--- config.mk ---
export PLATFORM = sky130hd
export DESIGN_NAME = dwc_upconv_wchan_packer
export DESIGN_NICKNAME = d
export VERILOG_FILES = /design/src/rtl/dwc_upconv_wchan_packer_pkg.sv /design/src/rtl/dwc_upconv_wchan_packer_lane_steer.sv /design/src/rtl/dwc_upconv_wchan_packer.sv
export SDC_FILE = /design/constraint.sdc
export NUM_CORES = 1
export LEC_CHECK = 0
export ABC_AREA = 1
export BUFFER_PORTS_ARGS = -buffer_cell sky130_fd_sc_hd__buf_2
export CAP_MARGIN = 15
export CELL_PAD_IN_SITES_DETAIL_PLACEMENT = 0
export CELL_PAD_IN_SITES_GLOBAL_PLACEMENT = 1
export CORE_ASPECT_RATIO = 1.1
export CORE_MARGIN = 1
export CORE_UTILIZATION = 41
export CTS_CLUSTER_SIZE = 40
export DETAILED_ROUTE_END_ITERATION = 7
export PLACE_DENSITY = 0.89
export SYNTH_ARGS = -nofsm -noshare
export SYNTH_HDL_FRONTEND = slang
export SYNTH_SLANG_ARGS = --single-unit
--- constraint.sdc ---
create_clock -name clk -period 6.8 [get_ports clk]
set_clock_uncertainty 0.05 [all_clocks]
set_input_delay 0.34 -clock clk [delete_from_list [all_inputs] [get_ports clk]]
set_output_delay 0.34 -clock clk [all_outputs]
set_load 0.01 [all_outputs]
--- src/rtl/dwc_upconv_wchan_packer_pkg.sv ---
// Shared definitions for the UpConv W-channel packer: width derivation,
// close-condition encoding and the wrap-base pointer helper.
package dwc_upconv_wchan_packer_pkg;

  function automatic int out_bytes(input int width);
    return width / 8;
  endfunction

  function automatic int offs_width(input int width);
    return $clog2(width / 8);
  endfunction

  // Reasons a wide beat closes on the current narrow beat.
  typedef struct packed {
    logic last;
    logic fixed;
    logic ovf;
    logic wrap;
  } close_t;

  function automatic logic close_any(input close_t c);
    return c.last | c.fixed | c.ovf | c.wrap;
  endfunction

  // Lane where a wrapping burst restarts: the start address rounded down to the
  // total burst span, reduced to a lane offset of the wide bus.
  function automatic logic [5:0] wrap_base(input logic [5:0] addr,
                                           input logic [7:0] wlen,
                                           input logic [2:0] size,
                                           input logic [5:0] lane_mask);
    logic [15:0] span;
    logic [15:0] span_m1;
    span    = ({8'd0, wlen} + 16'd1) << size;
    span_m1 = span - 16'd1;
    return addr & ~span_m1[5:0] & lane_mask;
  endfunction

endpackage

--- src/rtl/dwc_upconv_wchan_packer_lane_steer.sv ---
// Combinational steering of one narrow beat onto the byte lanes of the wide bus
// starting at lane i_ptr and spanning i_size_shifted bytes.
module dwc_upconv_lane_steer
  import dwc_upconv_wchan_packer_pkg::*;
#(
  parameter int DATA_WIDTH_IN  = 32,
  parameter int DATA_WIDTH_OUT = 64
) (
  input  logic [DATA_WIDTH_IN-1:0]                    i_data,
  input  logic [DATA_WIDTH_IN/8-1:0]                  i_strb,
  input  logic [offs_width(DATA_WIDTH_OUT)-1:0]       i_ptr,
  input  logic [5:0]                                  i_size_shifted,
  output logic [DATA_WIDTH_OUT-1:0]                   o_data,
  output logic [DATA_WIDTH_OUT/8-1:0]                 o_strb,
  output logic [DATA_WIDTH_OUT/8-1:0]                 o_lane_en
);
  localparam int IN_BYTES  = DATA_WIDTH_IN / 8;
  localparam int OUT_BYTES = out_bytes(DATA_WIDTH_OUT);

  logic [6:0] w_start;
  logic [6:0] w_end;

  assign w_start = 7'(i_ptr);
  assign w_end   = w_start + 7'(i_size_shifted);

  // Narrow data is address-aligned, so wide lane L always draws from narrow lane L mod IN_BYTES.
  for (genvar gi = 0; gi < OUT_BYTES; gi++) begin : g_lane
    localparam int         SRC  = gi % IN_BYTES;
    localparam logic [6:0] LANE = 7'(gi);
    assign o_lane_en[gi]       = (LANE >= w_start) && (LANE < w_end);
    assign o_data[gi*8 +: 8]   = i_data[SRC*8 +: 8];
    assign o_strb[gi]          = i_strb[SRC] & o_lane_en[gi];
  end

endmodule

--- src/rtl/dwc_upconv_wchan_packer.sv ---
// Packs narrow slave-side write beats of one registered command into wide
// master-side beats and requests the next command after the last narrow beat.
module dwc_upconv_wchan_packer
  import dwc_upconv_wchan_packer_pkg::*;
#(
  parameter int DATA_WIDTH_IN  = 32,
  parameter int DATA_WIDTH_OUT = 64,
  parameter int USER_WIDTH     = 1
) (
  input  logic                        clk,
  input  logic                        rst,
  input  logic                        hold_reg_empty,
  output logic                        hold_get_next_data,
  input  logic [5:0]                  addr,
  input  logic [2:0]                  size,
  input  logic [5:0]                  size_shifted,
  input  logic [5:0]                  mask_addr,
  input  logic [7:0]                  wlen_mst,
  input  logic [4:0]                  to_boundary,
  input  logic                        wrap_flag,
  input  logic                        fixed_flag,
  input  logic [DATA_WIDTH_IN-1:0]    s_wdata,
  input  logic [DATA_WIDTH_IN/8-1:0]  s_wstrb,
  input  logic [USER_WIDTH-1:0]       s_wuser,
  input  logic                        s_wvalid,
  output logic                        s_wready,
  output logic [DATA_WIDTH_OUT-1:0]   m_wdata,
  output logic [DATA_WIDTH_OUT/8-1:0] m_wstrb,
  output logic [USER_WIDTH-1:0]       m_wuser,
  output logic                        m_wlast,
  output logic                        m_wvalid,
  input  logic                        m_wready
);
  localparam int OUT_BYTES = out_bytes(DATA_WIDTH_OUT);
  localparam int OFFS_W    = offs_width(DATA_WIDTH_OUT);

  logic                      r_busy;
  logic [OFFS_W-1:0]         r_ptr;
  logic [7:0]                r_beat_cnt;
  logic [DATA_WIDTH_OUT-1:0] r_acc_data;
  logic [OUT_BYTES-1:0]      r_acc_strb;
  logic [DATA_WIDTH_OUT-1:0] r_m_wdata;
  logic [OUT_BYTES-1:0]      r_m_wstrb;
  logic [USER_WIDTH-1:0]     r_m_wuser;
  logic                      r_m_wlast;
  logic                      r_m_wvalid;

  logic                      w_accept;
  close_t                    w_close;
  logic                      w_close_any;
  logic [6:0]                w_ptr_sum;
  logic [5:0]                w_wrap_ptr;
  logic [OFFS_W-1:0]         w_ptr_next;
  logic [DATA_WIDTH_OUT-1:0] w_st_data;
  logic [OUT_BYTES-1:0]      w_st_strb;
  logic [OUT_BYTES-1:0]      w_lane_en;
  logic [DATA_WIDTH_OUT-1:0] w_byte_mask;
  logic [DATA_WIDTH_OUT-1:0] w_merge_data;
  logic [OUT_BYTES-1:0]      w_merge_strb;
  logic [5:0]                w_ptr_load;

  dwc_upconv_lane_steer #(
    .DATA_WIDTH_IN  (DATA_WIDTH_IN),
    .DATA_WIDTH_OUT (DATA_WIDTH_OUT)
  ) u_steer (
    .i_data         (s_wdata),
    .i_strb         (s_wstrb),
    .i_ptr          (r_ptr),
    .i_size_shifted (size_shifted),
    .o_data         (w_st_data),
    .o_strb         (w_st_strb),
    .o_lane_en      (w_lane_en)
  );

  for (genvar gi = 0; gi < OUT_BYTES; gi++) begin : g_mask
    assign w_byte_mask[gi*8 +: 8] = {8{w_lane_en[gi]}};
  end

  assign s_wready           = r_busy & (~r_m_wvalid | m_wready);
  assign w_accept           = s_wvalid & s_wready;
  assign hold_get_next_data = w_accept & w_close.last;

  assign w_ptr_sum     = 7'(r_ptr) + 7'(size_shifted);
  assign w_close.last  = (r_beat_cnt == wlen_mst);
  assign w_close.fixed = fixed_flag;
  assign w_close.ovf   = (w_ptr_sum >= 7'(OUT_BYTES));
  assign w_close.wrap  = wrap_flag & (r_beat_cnt == {3'd0, to_boundary});
  assign w_close_any   = close_any(w_close);

  assign w_wrap_ptr = wrap_base(addr, wlen_mst, size, 6'(OUT_BYTES - 1));
  assign w_ptr_next = fixed_flag   ? r_ptr :
                      w_close.wrap ? w_wrap_ptr[OFFS_W-1:0] :
                                     w_ptr_sum[OFFS_W-1:0];
  assign w_ptr_load = addr & mask_addr;

  // The closing beat is merged combinationally so the wide beat leaves one cycle later.
  assign w_merge_data = (w_st_data & w_byte_mask) | (r_acc_data & ~w_byte_mask);
  assign w_merge_strb = w_st_strb | (r_acc_strb & ~w_lane_en);

  always_ff @(posedge clk) begin
    if (rst) begin
      r_busy     <= 1'b0;
      r_ptr      <= '0;
      r_beat_cnt <= '0;
      r_acc_data <= '0;
      r_acc_strb <= '0;
      r_m_wdata  <= '0;
      r_m_wstrb  <= '0;
      r_m_wuser  <= '0;
      r_m_wlast  <= 1'b0;
      r_m_wvalid <= 1'b0;
    end else begin
      if (r_m_wvalid && m_wready) begin
        r_m_wvalid <= 1'b0;
      end
      if (!r_busy && !hold_reg_empty) begin
        r_ptr      <= w_ptr_load[OFFS_W-1:0];
        r_beat_cnt <= '0;
        r_busy     <= 1'b1;
      end
      if (w_accept) begin
        r_beat_cnt <= r_beat_cnt + 8'd1;
        if (w_close_any) begin
          r_m_wvalid <= 1'b1;
          r_m_wdata  <= w_merge_data;
          r_m_wstrb  <= w_merge_strb;
          r_m_wuser  <= s_wuser;
          r_m_wlast  <= w_close.last;
          r_acc_strb <= '0;
        end else begin
          r_acc_data <= w_merge_data;
          r_acc_strb <= w_merge_strb;
        end
        if (w_close.last) begin
          r_busy <= 1'b0;
        end else begin
          r_ptr <= w_ptr_next;
        end
      end
    end
  end

  assign m_wdata  = r_m_wdata;
  assign m_wstrb  = r_m_wstrb;
  assign m_wuser  = r_m_wuser;
  assign m_wlast  = r_m_wlast;
  assign m_wvalid = r_m_wvalid;

endmodule

==> metrics.txt <==
pwr/cell area=248 nW/um^2; number of synthesized flops with an enable pin=0; first-pass GRT wire length=32.1 mm; Post-CTS Setup Bufs=0; die extent in x=133 microns; die area=19500 sq um; Post-CTS Resized=0; most used cell, CP=nand2_1; drt drc=0; Global Route Usage Sum=20.2%; Ys Warns=0; Port Buf Inserts=148; largest family of logic cells by synthesized area=simple AND/OR/NAND/NOR gates; most common cell in the netlist=nand2_1; Max VDD drop=0.166 mV; DRT Wirelength=19.2 mm; slowest stage delay, CP=0.70 ns; syn_nets=1335; crit end category=flop; Slew Limit Headroom=28.6%; Via density=4.56; fraction of layout cells with a size suffix above 1=14.7%; kind of critical path=reg2reg; CTS tree=done; initial antenna violation count=2; ys async rst share=0%; Initial Util=42.1%; Max Freq=0.269 GHz; first drt pass iteration count=5; GPL Wtd Cong=0.852; Simple-Gate Fraction of Synth Area=35.1%; post-synthesis xor/xnor area fraction=0%; Pleak=4.82 nW; syn_area_per_cell=6.23 sq um; vias in the first global route=6692; Post-synth top cells=352 x nand2_1, 299 x nor2_1, 159 x dfxtp_1; most area-consuming cells after synthesis=dfxtp_1 41%, nand2_1 17%, nor2_1 14%, o21ai_0 8.4%, inv_1 7.4%; slowest CP cell=buf_4; FP Rows=52; clock sinks=159; CTS clock-pin slew for the worst setup and hold paths=0.06 ns; RSZ-0062 raised after global routing=false; setup TNS=0 ns; DR iter-0 viols=445; post-DP HPWL=12.6 mm; CTS Hold Bufs=0; Placement Setup Slack=3.07 ns; DIE HEIGHT=147 microns; largest net degree at the start of global routing=75; cell count after synthesis=1250; Max-Cap Viols=0; total number of vias=7380; Core Area=18500 sq um; post-synthesis adder-cell area fraction=1.22%; CTS Buf Count=17; crit path DAT=3.96 ns; sequential-to-total area share from yosys stat=40.9%; Most used DFF post-synth=dfxtp_1; Hold Crit Class=in2reg; final core utilization=49.5%; Fin. Hold Viols=0; clock latency on the worst-skew pair=0.41 ns; Layout area overhead=17.5%; crit path time final=3.71 ns; post-route ant nets=0; Cell variety after synth=31; routed len/inst=11.9 microns; worst endpoint required time=7.05 ns; period utilization=54.6%; CP Cell Sequence=ha_1 -> inv_1 -> nor2_1 -> a21oi_4 -> nand2_4 -> inv_2 -> nand2_2 -> inv_2 -> nand2_1 -> nand2_4 -> buf_4 -> nand2_1 -> nand2_1 -> nor2_1; Root Buffer=clkbuf_16; total grt overflow=0; synthesis-stage register bit count=159; final worst setup slack=3.09 ns; startpoint type of the worst setup path=flop; Synth Cell Area=7780 sq um; CP delay by family, top=simple AND/OR/NAND/NOR gates; Setup-failing EPs final=0; Clock Tree Buf Depth=2; Final Slew Violations=0; Buf/Inv on CP=4; top-area cell type share of the netlist area=40.9%; Synth area leader=dfxtp_1; slew at the pin closest to its max-slew limit=1.07 ns; num ports=155; Synth Area in Compound Gates=10.8%; outcome=completed; Nets=1445; H-tree depth=4; CP Max Fanout=74; mux share of post-synthesis cell area=0%
through the flow:
stage	cells	hold WS (ns)	cell area [sq um]	power (mW)
final	1617	0.151	9150	2.27
after global routing	1616	0.153	9150	2.39
after floorplan	1250	0.350	7780	1.21
after global placement	1584	0.356	8530	1.30
after CTS	1615	0.138	9150	2.30
after detailed placement	1584	0.359	8530	1.30
final timing paths:
| path | from | end | slack [ns] | depth (start not counted) |
|---|---|---|---|---|
| setup / recovery | r_ptr[2]$_SDFFE_PP0P_ | m_wstrb[5]$_SDFFE_PP0P_ | 3.09 | 14 |
| setup reg to reg | r_ptr[2]$_SDFFE_PP0P_ | m_wstrb[5]$_SDFFE_PP0P_ | 3.09 | 14 |
| hold / removal | m_wready | m_wvalid$_SDFF_PP0_ | 0.15 | 4 |
| hold reg to reg | r_acc_data[58]$_SDFFE_PP0P_ | r_acc_data[58]$_SDFFE_PP0P_ | 0.37 | 2 |
area by class of cell:
type	instances	area [sq um]
clock inverter	12	158
inverter	160	602
multi-input combinational	871	3680
antenna	2	5.00
fill	1983	9330
timing repair buffer	151	763
clock buffer	19	453
sequential	159	3180
tap	243	304
cells in the final DEF (no fill, tap or decap), types with 2 or more instances in the layout:
| cell type | n |
|---|---|
| nand2_1 | 352 |
| nor2_1 | 299 |
| dfxtp_1 | 159 |
| inv_1 | 151 |
| buf_2 | 148 |
| o21ai_0 | 130 |
| nand3_1 | 37 |
| a21oi_1 | 20 |
| clkbuf_16 | 17 |
| inv_2 | 8 |
| ha_1 | 6 |
| nand4_1 | 3 |
| nand2_2 | 3 |
| clkinv_2 | 3 |
| bufinv_16 | 3 |
| inv_6 | 3 |
| clkinvlp_4 | 3 |
| buf_4 | 3 |
| diode_2 | 2 |
| o21ai_1 | 2 |
| nand2_4 | 2 |
| nand3_2 | 2 |
| nor3_1 | 2 |
| a221oi_1 | 2 |
| clkbuf_8 | 2 |
kinds of logic after synthesis:
family	count (synthesis)
AND/OR/NAND/NOR	703
AO/OA/AOI/OAI	161
adder cells (fa/ha/maj)	7
flip-flops	159
buffers and inverters	220
where the power goes:
part | total, mW | internal [mW] | switching, mW
clock network | 0.995 | 0.598 | 0.397
registers | 0.989 | 0.968 | 0.0212
logic | 0.288 | 0.0985 | 0.190
total | 2.27 | 1.67 | 0.608
worst min-delay path: stages:
cell	delay (ns)
buf_2	0.08
inv_1	0.04
nand2_1	0.05
a21oi_1	0.05
layer usage:
layer / vias up / global-route usage [%] / part of all wire [%]
met4: 0 / 5.74 / 1.1
li1: 4006 / - / -
met1: 3205 / 26.3 / 48
met2: 154 / 33.6 / 45
met5: - / 0 / 0
met3: 15 / 4.24 / 5.2
state kept, by name, summed over array words and instances (netlist names):
| name | cells |
|---|---|
| m_wdata | 64 |
| m_wlast | 1 |
| m_wstrb | 8 |
| m_wuser | 1 |
| m_wvalid | 1 |
| r_acc_data | 64 |
| r_acc_strb | 8 |
| r_beat_cnt | 8 |
| r_busy | 1 |
| r_ptr | 3 |
Power figures use the tool's default switching activity.
